## src/rtl/hazard_control_unit_pkg.sv

```systemverilog
`default_nettype none
// ============================================================================
// Module  : hazard_control_unit_pkg
// Purpose : Shared constants and types for the pipeline hazard control unit.
// Rev     : 1.0  initial release
// ============================================================================
package hazard_control_unit_pkg;

  localparam int REG_ADDR_W_DEF = 5;

  localparam logic [1:0] FWD_REG = 2'b00;
  localparam logic [1:0] FWD_WB  = 2'b01;
  localparam logic [1:0] FWD_MEM = 2'b10;

  typedef enum logic {
    ST_IDLE = 1'b0,
    ST_BUSY = 1'b1
  } mc_state_t;

endpackage
`default_nettype wire

```

## src/rtl/hazard_control_unit_forward_select.sv

```systemverilog
`default_nettype none
// ============================================================================
// Module  : hazard_control_unit_forward_select
// Purpose : Single-operand EX forwarding comparator (MEM beats WB, x0 never).
// Rev     : 1.0  initial release
// ============================================================================
module hazard_control_unit_forward_select
  import hazard_control_unit_pkg::*;
#(
  parameter int REG_ADDR_W = REG_ADDR_W_DEF
) (
  input  logic [REG_ADDR_W-1:0] ex_rs,
  input  logic [REG_ADDR_W-1:0] mem_rd,
  input  logic                  mem_reg_write,
  input  logic [REG_ADDR_W-1:0] wb_rd,
  input  logic                  wb_reg_write,
  output logic [1:0]            fwd
);

  always_comb begin
    fwd = FWD_REG;
    if (mem_reg_write && (mem_rd != '0) && (mem_rd == ex_rs)) begin
      fwd = FWD_MEM;
    end else if (wb_reg_write && (wb_rd != '0) && (wb_rd == ex_rs)) begin
      fwd = FWD_WB;
    end
  end

endmodule
`default_nettype wire

```

## src/rtl/hazard_control_unit.sv

```systemverilog
`default_nettype none
// ============================================================================
// Module  : hazard_control_unit
// Purpose : Pipeline hold/flush control, forwarding selects, multiply sequencer.
// Rev     : 1.0  initial release
// ============================================================================
module hazard_control_unit
  import hazard_control_unit_pkg::*;
#(
  parameter int REG_ADDR_W  = REG_ADDR_W_DEF,
  parameter int MUL_LATENCY = 4,
  parameter int CNT_W       = 32
) (
  input  logic                  clk,
  input  logic                  clear,
  input  logic [REG_ADDR_W-1:0] id_rs1,
  input  logic [REG_ADDR_W-1:0] id_rs2,
  input  logic                  id_uses_rs1,
  input  logic                  id_uses_rs2,
  input  logic [REG_ADDR_W-1:0] ex_rs1,
  input  logic [REG_ADDR_W-1:0] ex_rs2,
  input  logic [REG_ADDR_W-1:0] ex_rd,
  input  logic                  ex_mem_read,
  input  logic                  ex_branch_taken,
  input  logic                  ex_mul_start,
  input  logic [REG_ADDR_W-1:0] mem_rd,
  input  logic                  mem_reg_write,
  input  logic [REG_ADDR_W-1:0] wb_rd,
  input  logic                  wb_reg_write,
  output logic                  hold_pc,
  output logic                  hold_ifid,
  output logic                  clear_ifid,
  output logic                  hold_idex,
  output logic                  clear_idex,
  output logic                  clear_exmem,
  output logic                  pc_sel_branch,
  output logic [1:0]            fwd_a,
  output logic [1:0]            fwd_b,
  output logic                  mc_busy,
  output logic                  mc_done,
  output logic [CNT_W-1:0]      stall_count
);

  localparam int              MCW      = $clog2(MUL_LATENCY);
  localparam logic [MCW-1:0]  CNT_LAST = MCW'(MUL_LATENCY - 1);

  mc_state_t      state, state_nx;
  logic [MCW-1:0] cnt, cnt_nx;
  logic           mc_stall;
  logic           mc_last;
  logic           load_use;
  logic [1:0]     fwd_a_raw;
  logic [1:0]     fwd_b_raw;

  hazard_control_unit_forward_select #(.REG_ADDR_W(REG_ADDR_W)) u_fwd_a (
    .ex_rs        (ex_rs1),
    .mem_rd       (mem_rd),
    .mem_reg_write(mem_reg_write),
    .wb_rd        (wb_rd),
    .wb_reg_write (wb_reg_write),
    .fwd          (fwd_a_raw)
  );

  hazard_control_unit_forward_select #(.REG_ADDR_W(REG_ADDR_W)) u_fwd_b (
    .ex_rs        (ex_rs2),
    .mem_rd       (mem_rd),
    .mem_reg_write(mem_reg_write),
    .wb_rd        (wb_rd),
    .wb_reg_write (wb_reg_write),
    .fwd          (fwd_b_raw)
  );

  // The first EX cycle of a multiply is spent in IDLE, so BUSY covers the rest.
  always_comb begin
    state_nx = state;
    cnt_nx   = cnt;
    mc_stall = 1'b0;
    mc_last  = 1'b0;
    case (state)
      ST_IDLE: begin
        if (ex_mul_start) begin
          mc_stall = 1'b1;
          state_nx = ST_BUSY;
          cnt_nx   = MCW'(1);
        end
      end
      ST_BUSY: begin
        if (cnt == CNT_LAST) begin
          mc_last  = 1'b1;
          state_nx = ST_IDLE;
          cnt_nx   = '0;
        end else begin
          mc_stall = 1'b1;
          cnt_nx   = cnt + MCW'(1);
        end
      end
      default: begin
        state_nx = ST_IDLE;
        cnt_nx   = '0;
      end
    endcase
  end

  assign load_use = ex_mem_read && (ex_rd != '0) &&
                    ((id_uses_rs1 && (id_rs1 == ex_rd)) ||
                     (id_uses_rs2 && (id_rs2 == ex_rd)));

  always_comb begin
    hold_pc       = 1'b0;
    hold_ifid     = 1'b0;
    clear_ifid    = 1'b0;
    hold_idex     = 1'b0;
    clear_idex    = 1'b0;
    clear_exmem   = 1'b0;
    pc_sel_branch = 1'b0;
    fwd_a         = FWD_REG;
    fwd_b         = FWD_REG;
    mc_busy       = 1'b0;
    mc_done       = 1'b0;
    if (clear) begin
      clear_ifid  = 1'b1;
      clear_idex  = 1'b1;
      clear_exmem = 1'b1;
    end else begin
      fwd_a   = fwd_a_raw;
      fwd_b   = fwd_b_raw;
      mc_busy = (state == ST_BUSY);
      mc_done = mc_last;
      if (mc_stall) begin
        hold_pc     = 1'b1;
        hold_ifid   = 1'b1;
        hold_idex   = 1'b1;
        clear_exmem = 1'b1;
      end else if (ex_branch_taken) begin
        clear_ifid    = 1'b1;
        clear_idex    = 1'b1;
        pc_sel_branch = 1'b1;
      end else if (load_use) begin
        hold_pc    = 1'b1;
        hold_ifid  = 1'b1;
        clear_idex = 1'b1;
      end
    end
  end

  always_ff @(posedge clk) begin
    if (clear) begin
      state       <= ST_IDLE;
      cnt         <= '0;
      stall_count <= '0;
    end else begin
      state <= state_nx;
      cnt   <= cnt_nx;
      if (hold_pc && (stall_count != {CNT_W{1'b1}})) begin
        stall_count <= stall_count + CNT_W'(1);
      end
    end
  end

endmodule
`default_nettype wire

```

## config.mk

```make
export PLATFORM = sky130hd
export DESIGN_NAME = hazard_control_unit
export DESIGN_NICKNAME = d
export VERILOG_FILES = /design/src/rtl/hazard_control_unit_pkg.sv /design/src/rtl/hazard_control_unit_forward_select.sv /design/src/rtl/hazard_control_unit.sv
export SDC_FILE = /design/constraint.sdc
export NUM_CORES = 1
export LEC_CHECK = 0
export ABC_AREA = 1
export CAP_MARGIN = 30
export CORE_UTILIZATION = 45
export CTS_BUF_LIST = sky130_fd_sc_hd__clkbuf_2
export CTS_CLUSTER_SIZE = 14
export DETAILED_ROUTE_END_ITERATION = 12
export GPL_ROUTABILITY_DRIVEN = 1
export PLACE_DENSITY_LB_ADDON = 0.2
export SLEW_MARGIN = 20
export SYNTH_ARGS = -nofsm -noshare
export SYNTH_HDL_FRONTEND = slang
export SYNTH_SLANG_ARGS = --single-unit
```

## constraint.sdc

```tcl
create_clock -name clk -period 1.84 [get_ports clk]
set_input_delay 0.184 -clock clk [delete_from_list [all_inputs] [get_ports clk]]
set_output_delay 0.184 -clock clk [all_outputs]
set_load 0.02 [all_outputs]
```

# Yosys cells after proc, flatten, opt, wreduce, memory -nomap -nowiden
# Index checks and enable logic that the tools add are counted.
# classes
addsub,2
eq_ne,9
n_mux,30
n_bitwise,1
reduce_logical,15
# op_table
operator,n
32-bit by 1-bit adder with 32-bit output (second input constant),1
32-bit != test (second input constant),1
5-bit == test,6
1-bit two-way mux,22
5-bit nonzero test,3
2-bit two-way mux,6
1-bit logical AND,11
2-bit case mux with 2 select lines,1
2-bit by 1-bit adder with 2-bit output (second input constant),1
2-bit == test (second input constant),1
2-bit != test (second input constant),1
1-bit case mux with 2 select lines,1
1-bit logical OR,1
1-bit inverter,1
# totals
register_bits,35
out_inout_bits,45

# Longest topological paths before layout
# depth
ltp_word,9
ltp_mapped,13
mapped_depth_nobuf,12

# By module
# A second synthesis with hierarchy kept.
# hier_totals
cells_unflattened,586
hier_area_um2,3293.2
# by_module_without_submodules
mod,n_inst,cells_each,area_per_inst_um2,seq_area_each_um2
hazard_control_unit,1,486,2865.2,700.7
hazard_control_unit_forward_select,2,50,214.0,0.0

# Least setup slack after synthesis
# No wires, ideal clock.
# synth_timing
path_type,register -> output
from,register cnt[0]
to,output hold_pc
arrival_ns,1.712
slack_ns,-0.056
path_stages_with_launch,10
cell_sequence,dfxtp_1 > ha_1 > nand2_1 > inv_1 > nor2_1 > inv_2 > nand2_1 > nand2_1 > a21oi_1 > buf_4
# synth_between
elab_chain_len,5
# synth_lines
item,line_no,text
"start, declared",hazard_control_unit.sv:48,"logic [MCW-1:0] cnt, cnt_nx;"
"start signal, assigned",hazard_control_unit.sv:153,cnt <= cnt_nx;
2-bit == test,hazard_control_unit.sv:88,if (cnt == CNT_LAST) begin
1-bit two-way mux,hazard_control_unit.sv:88,
1-bit case mux with 2 select lines,hazard_control_unit.sv:79,case (state)
1-bit two-way mux (2 in a row),--,
"end, declared",hazard_control_unit.sv:30,"output logic hold_pc,"
# Every way passes these cells.

# Worst setup path in the final report
# layout_timing
from,register cnt[1]
to,output hold_ifid
# layout_between
elab_chain_len,5
# layout_lines
item,line_no,text
2-bit == test,hazard_control_unit.sv:88,
1-bit two-way mux,hazard_control_unit.sv:88,
1-bit case mux with 2 select lines,hazard_control_unit.sv:79,
1-bit two-way mux,hazard_control_unit.sv:129,if (mc_stall) begin
1-bit two-way mux,hazard_control_unit.sv:120,if (clear) begin
"end, declared",hazard_control_unit.sv:31,"output logic hold_ifid,"
# Every way passes these cells.

==> results.md <==
* Initial antenna violation count at 0
* Cell count of the worst reg-to-reg path at 12
* Number of buffers added by the clock tree synthesis step at 5
* Global routing usage on met2 at between 40% and 50%
* Num rows at 29
* Final clock period utilization by the worst path at 97.6%
* I/O pins at 89
* Summed area of non-filler cells in the final layout at between 0.004 and 0.005 mm^2
* Total wirelength of the detailed-routed design at between 9000 and 10000 um
* Clock tree from TritonCTS: done
* Worst IR drop on VDD at 298 uV
* Antenna diode instance count at 0
* Count of buffers from port buffering at 88
* Number of H-tree levels at 2
* Leakage power of the design at 1.92 nW
* Most frequent cells in the layout: sky130_fd_sc_hd__nand2_1 (176), sky130_fd_sc_hd__nor2_1 (76), sky130_fd_sc_hd__clkdlybuf4s50_1 (69)
* Die Height at 83.3 um
* Met3 track demand over resource in global routing at under 10%
* Global-route wire length before repair at 15400 um
* Count of final hold-check violations at 0
* FILL cells at roughly 550
* First DRT Iteration DRCs at 230
* Outcome: completed
* Main synth FF type: sky130_fd_sc_hd__dfxtp_1
* Yosys synthesis warning count at 0
* GR Util All Layers at 27.1%
* Layout Skew at between 0.04 and 0.05 ns
* Number of global-route vias before repair at 3456
* Area of the mapped netlist at 0.00298 mm^2
* Worst Max-Slew Pin Slew at 0.426 ns
* Maximum count of clock buffers along a single path at 2
* Worst max-slew margin expressed relative to the limit at between 70% and 80%
* Post-synth EDFFs at 0
* RSZ-0062 raised after global routing: true
* Max Fclk at 557 MHz
* Fraction of the core area covered by cells at the end of the flow at 69.8%
* Global-route congestion overflow total at 0
* Total power density per cell area at around 400 mW/mm^2
* Kind of start point of the critical path: flop
* Worst-skew pair later-pin latency at 0.43 ns
* Category of the critical setup timing path: flop to output port
* Peak fanout along the critical path at 3
* Global-route track usage on met1 at 32.5%
* Final Slew Violations at 0
* Data required time at the worst endpoint at ~1.7 ns
* Final hold slack at 0.466 ns
* Most common library cell in the layout ignoring fill and taps: sky130_fd_sc_hd__nand2_1
* Layout cells sized above 1 at around 20%
* Clock transition at path regs at roughly 0.16 ns
* Synth cell types at 35
* Final setup fails at 0
* Class of the tightest hold or removal check: input port to flop
* Vias per cell at 5.18
* Nets at 687
* Final worst setup slack at 0.0437 ns
* DP Worst Slack at -0.487 ns
* Initial standard-cell utilization of the core at 46.9%
* DR vias at 3728
* Routing layer with the top usage in global route: met2
* Post-detailed-placement half-perimeter wirelength at 7340 um
* Antenna Violating Nets Remaining at 0
* DR WL/cell at 13.0 um
* Placeable core region at 0.00635 mm^2
* Sequential cell area fraction in the yosys report at a little under a quarter
* Critical path data arrival time at 1.61 ns
* Number of max-cap violations at 0
* CTS sink cnt at 35
* Number of iterations in the first detailed-routing pass at 4
* Depth of the worst hold-timing path at 3
* Average cell area after synthesis at 5.79 um^2
* Overall power after layout at 1.77 mW
* Final min period at 1.80 ns
* Crit path capture type: output port
* Clock root buffer: sky130_fd_sc_hd__clkbuf_2
* Flip-flop and latch count after synthesis at 35
* Total nets after synthesis at 560
* Horizontal extent of the die at around 83 um
* Post-Syn Instances at about 510
* Number of design rule violations left after detail routing at 0
* Async set or reset register ratio after synthesis at 0%
* Weighted congestion reported at the end of routability-driven placement at about 0.95
* Post-placement cell area at 0.00421 mm^2
* Largest net degree at the start of global routing at 37
* Count of hold-fix buffers inserted at cts at 0
* Layout Area Growth over Synthesis at 48.9%
* Area enclosed by the die boundary at 0.00694 mm^2
## what timing repair did
action	CTS	global route
resized for setup	72	49
pin swaps	5	8
buffers inserted	3	2
setup endpoints to repair	13	41
## worst max-delay path, cell delays in order (launching register included)
cell,delay (ns)
sky130_fd_sc_hd__dfxtp_2,0.37
sky130_fd_sc_hd__ha_4,0.16
sky130_fd_sc_hd__nand2_2,0.07
sky130_fd_sc_hd__inv_2,0.05
sky130_fd_sc_hd__nor2_4,0.08
sky130_fd_sc_hd__inv_2,0.06
sky130_fd_sc_hd__buf_6,0.12
sky130_fd_sc_hd__a21oi_4,0.17
sky130_fd_sc_hd__buf_6,0.14
## metal layers
| layer | up-vias | part of all wire, % |
|---|---|---|
| met5 | - | 0 |
| met4 | 0 | 2.5 |
| met3 | 25 | 6.7 |
| met2 | 135 | 49 |
| met1 | 1675 | 42 |
| li1 | 1893 | - |
## sequential cells by signal, summed over array words and instances (netlist names)
register     flops
stall_count     32
cnt              2
state            1
## area by class of cell
type                    instances  area [um^2]  share of cell area [%]
well taps                      77         96.3                    2.17
inverters                      55          206                    4.66
multi-input cells             406         2060                    46.4
repair buffers                138         1280                    28.9
clock inverters                 3         38.8                   0.875
flip-flops and latches         35          728                    16.4
clock buffers                   5         25.0                   0.565
## report_power, final
part / switching [mW] / internal, mW / total, mW
clock network: 0.286 / 0.223 / 0.509
logic: 0.238 / 0.241 / 0.479
registers: 0.00901 / 0.768 / 0.777
total: 0.533 / 1.23 / 1.77
## kinds of logic after synthesis
family | synth area share, %
flip-flops | 23.5
buffers and inverters | 11.0
AND/OR/NAND/NOR | 51.2
AO/OA/AOI/OAI | 6.05
adder cells (fa/ha/maj) | 0.841
XOR/XNOR | 7.36
## metrics by stage
step	instances	setup TNS (ns)
finish	719	0
global placement	707	-8.58
floorplan	514	0
detailed placement	707	-10.07
global route	719	-0.193
CTS	717	-0.00179
## path summary, 6_finish.rpt
| kind | slack (ns) | to | start |
|---|---|---|---|
| setup / recovery | 0.04 | hold_ifid | cnt[1]$_SDFFE_PP0P_ |
| hold / removal | 0.47 | cnt[0]$_SDFFE_PP0P_ | ex_mul_start |
| setup reg to reg | 0.11 | stall_count[22]$_SDFFE_PP0P_ | stall_count[7]$_SDFFE_PP0P_ |
| hold reg to reg | 0.51 | stall_count[5]$_SDFFE_PP0P_ | stall_count[5]$_SDFFE_PP0P_ |
## cells in the mapped netlist (4+ instances only)
cell type                    n  area [um^2]
sky130_fd_sc_hd__a21oi_1    24          120
sky130_fd_sc_hd__buf_2       7         35.0
sky130_fd_sc_hd__buf_4       4         30.0
sky130_fd_sc_hd__buf_6       4         45.0
sky130_fd_sc_hd__dfxtp_1    35          701
sky130_fd_sc_hd__inv_1      45          169
sky130_fd_sc_hd__inv_2       9         33.8
sky130_fd_sc_hd__nand2_1   181          679
sky130_fd_sc_hd__nand3_1    19         95.1
sky130_fd_sc_hd__nand3b_1   10         75.1
sky130_fd_sc_hd__nand4_1    33          206
sky130_fd_sc_hd__nor2_1     83          312
sky130_fd_sc_hd__nor3_1      7         35.0
sky130_fd_sc_hd__xnor2_1     8         70.1
sky130_fd_sc_hd__xor2_1     17          149
Power figures use the tool's default switching activity.
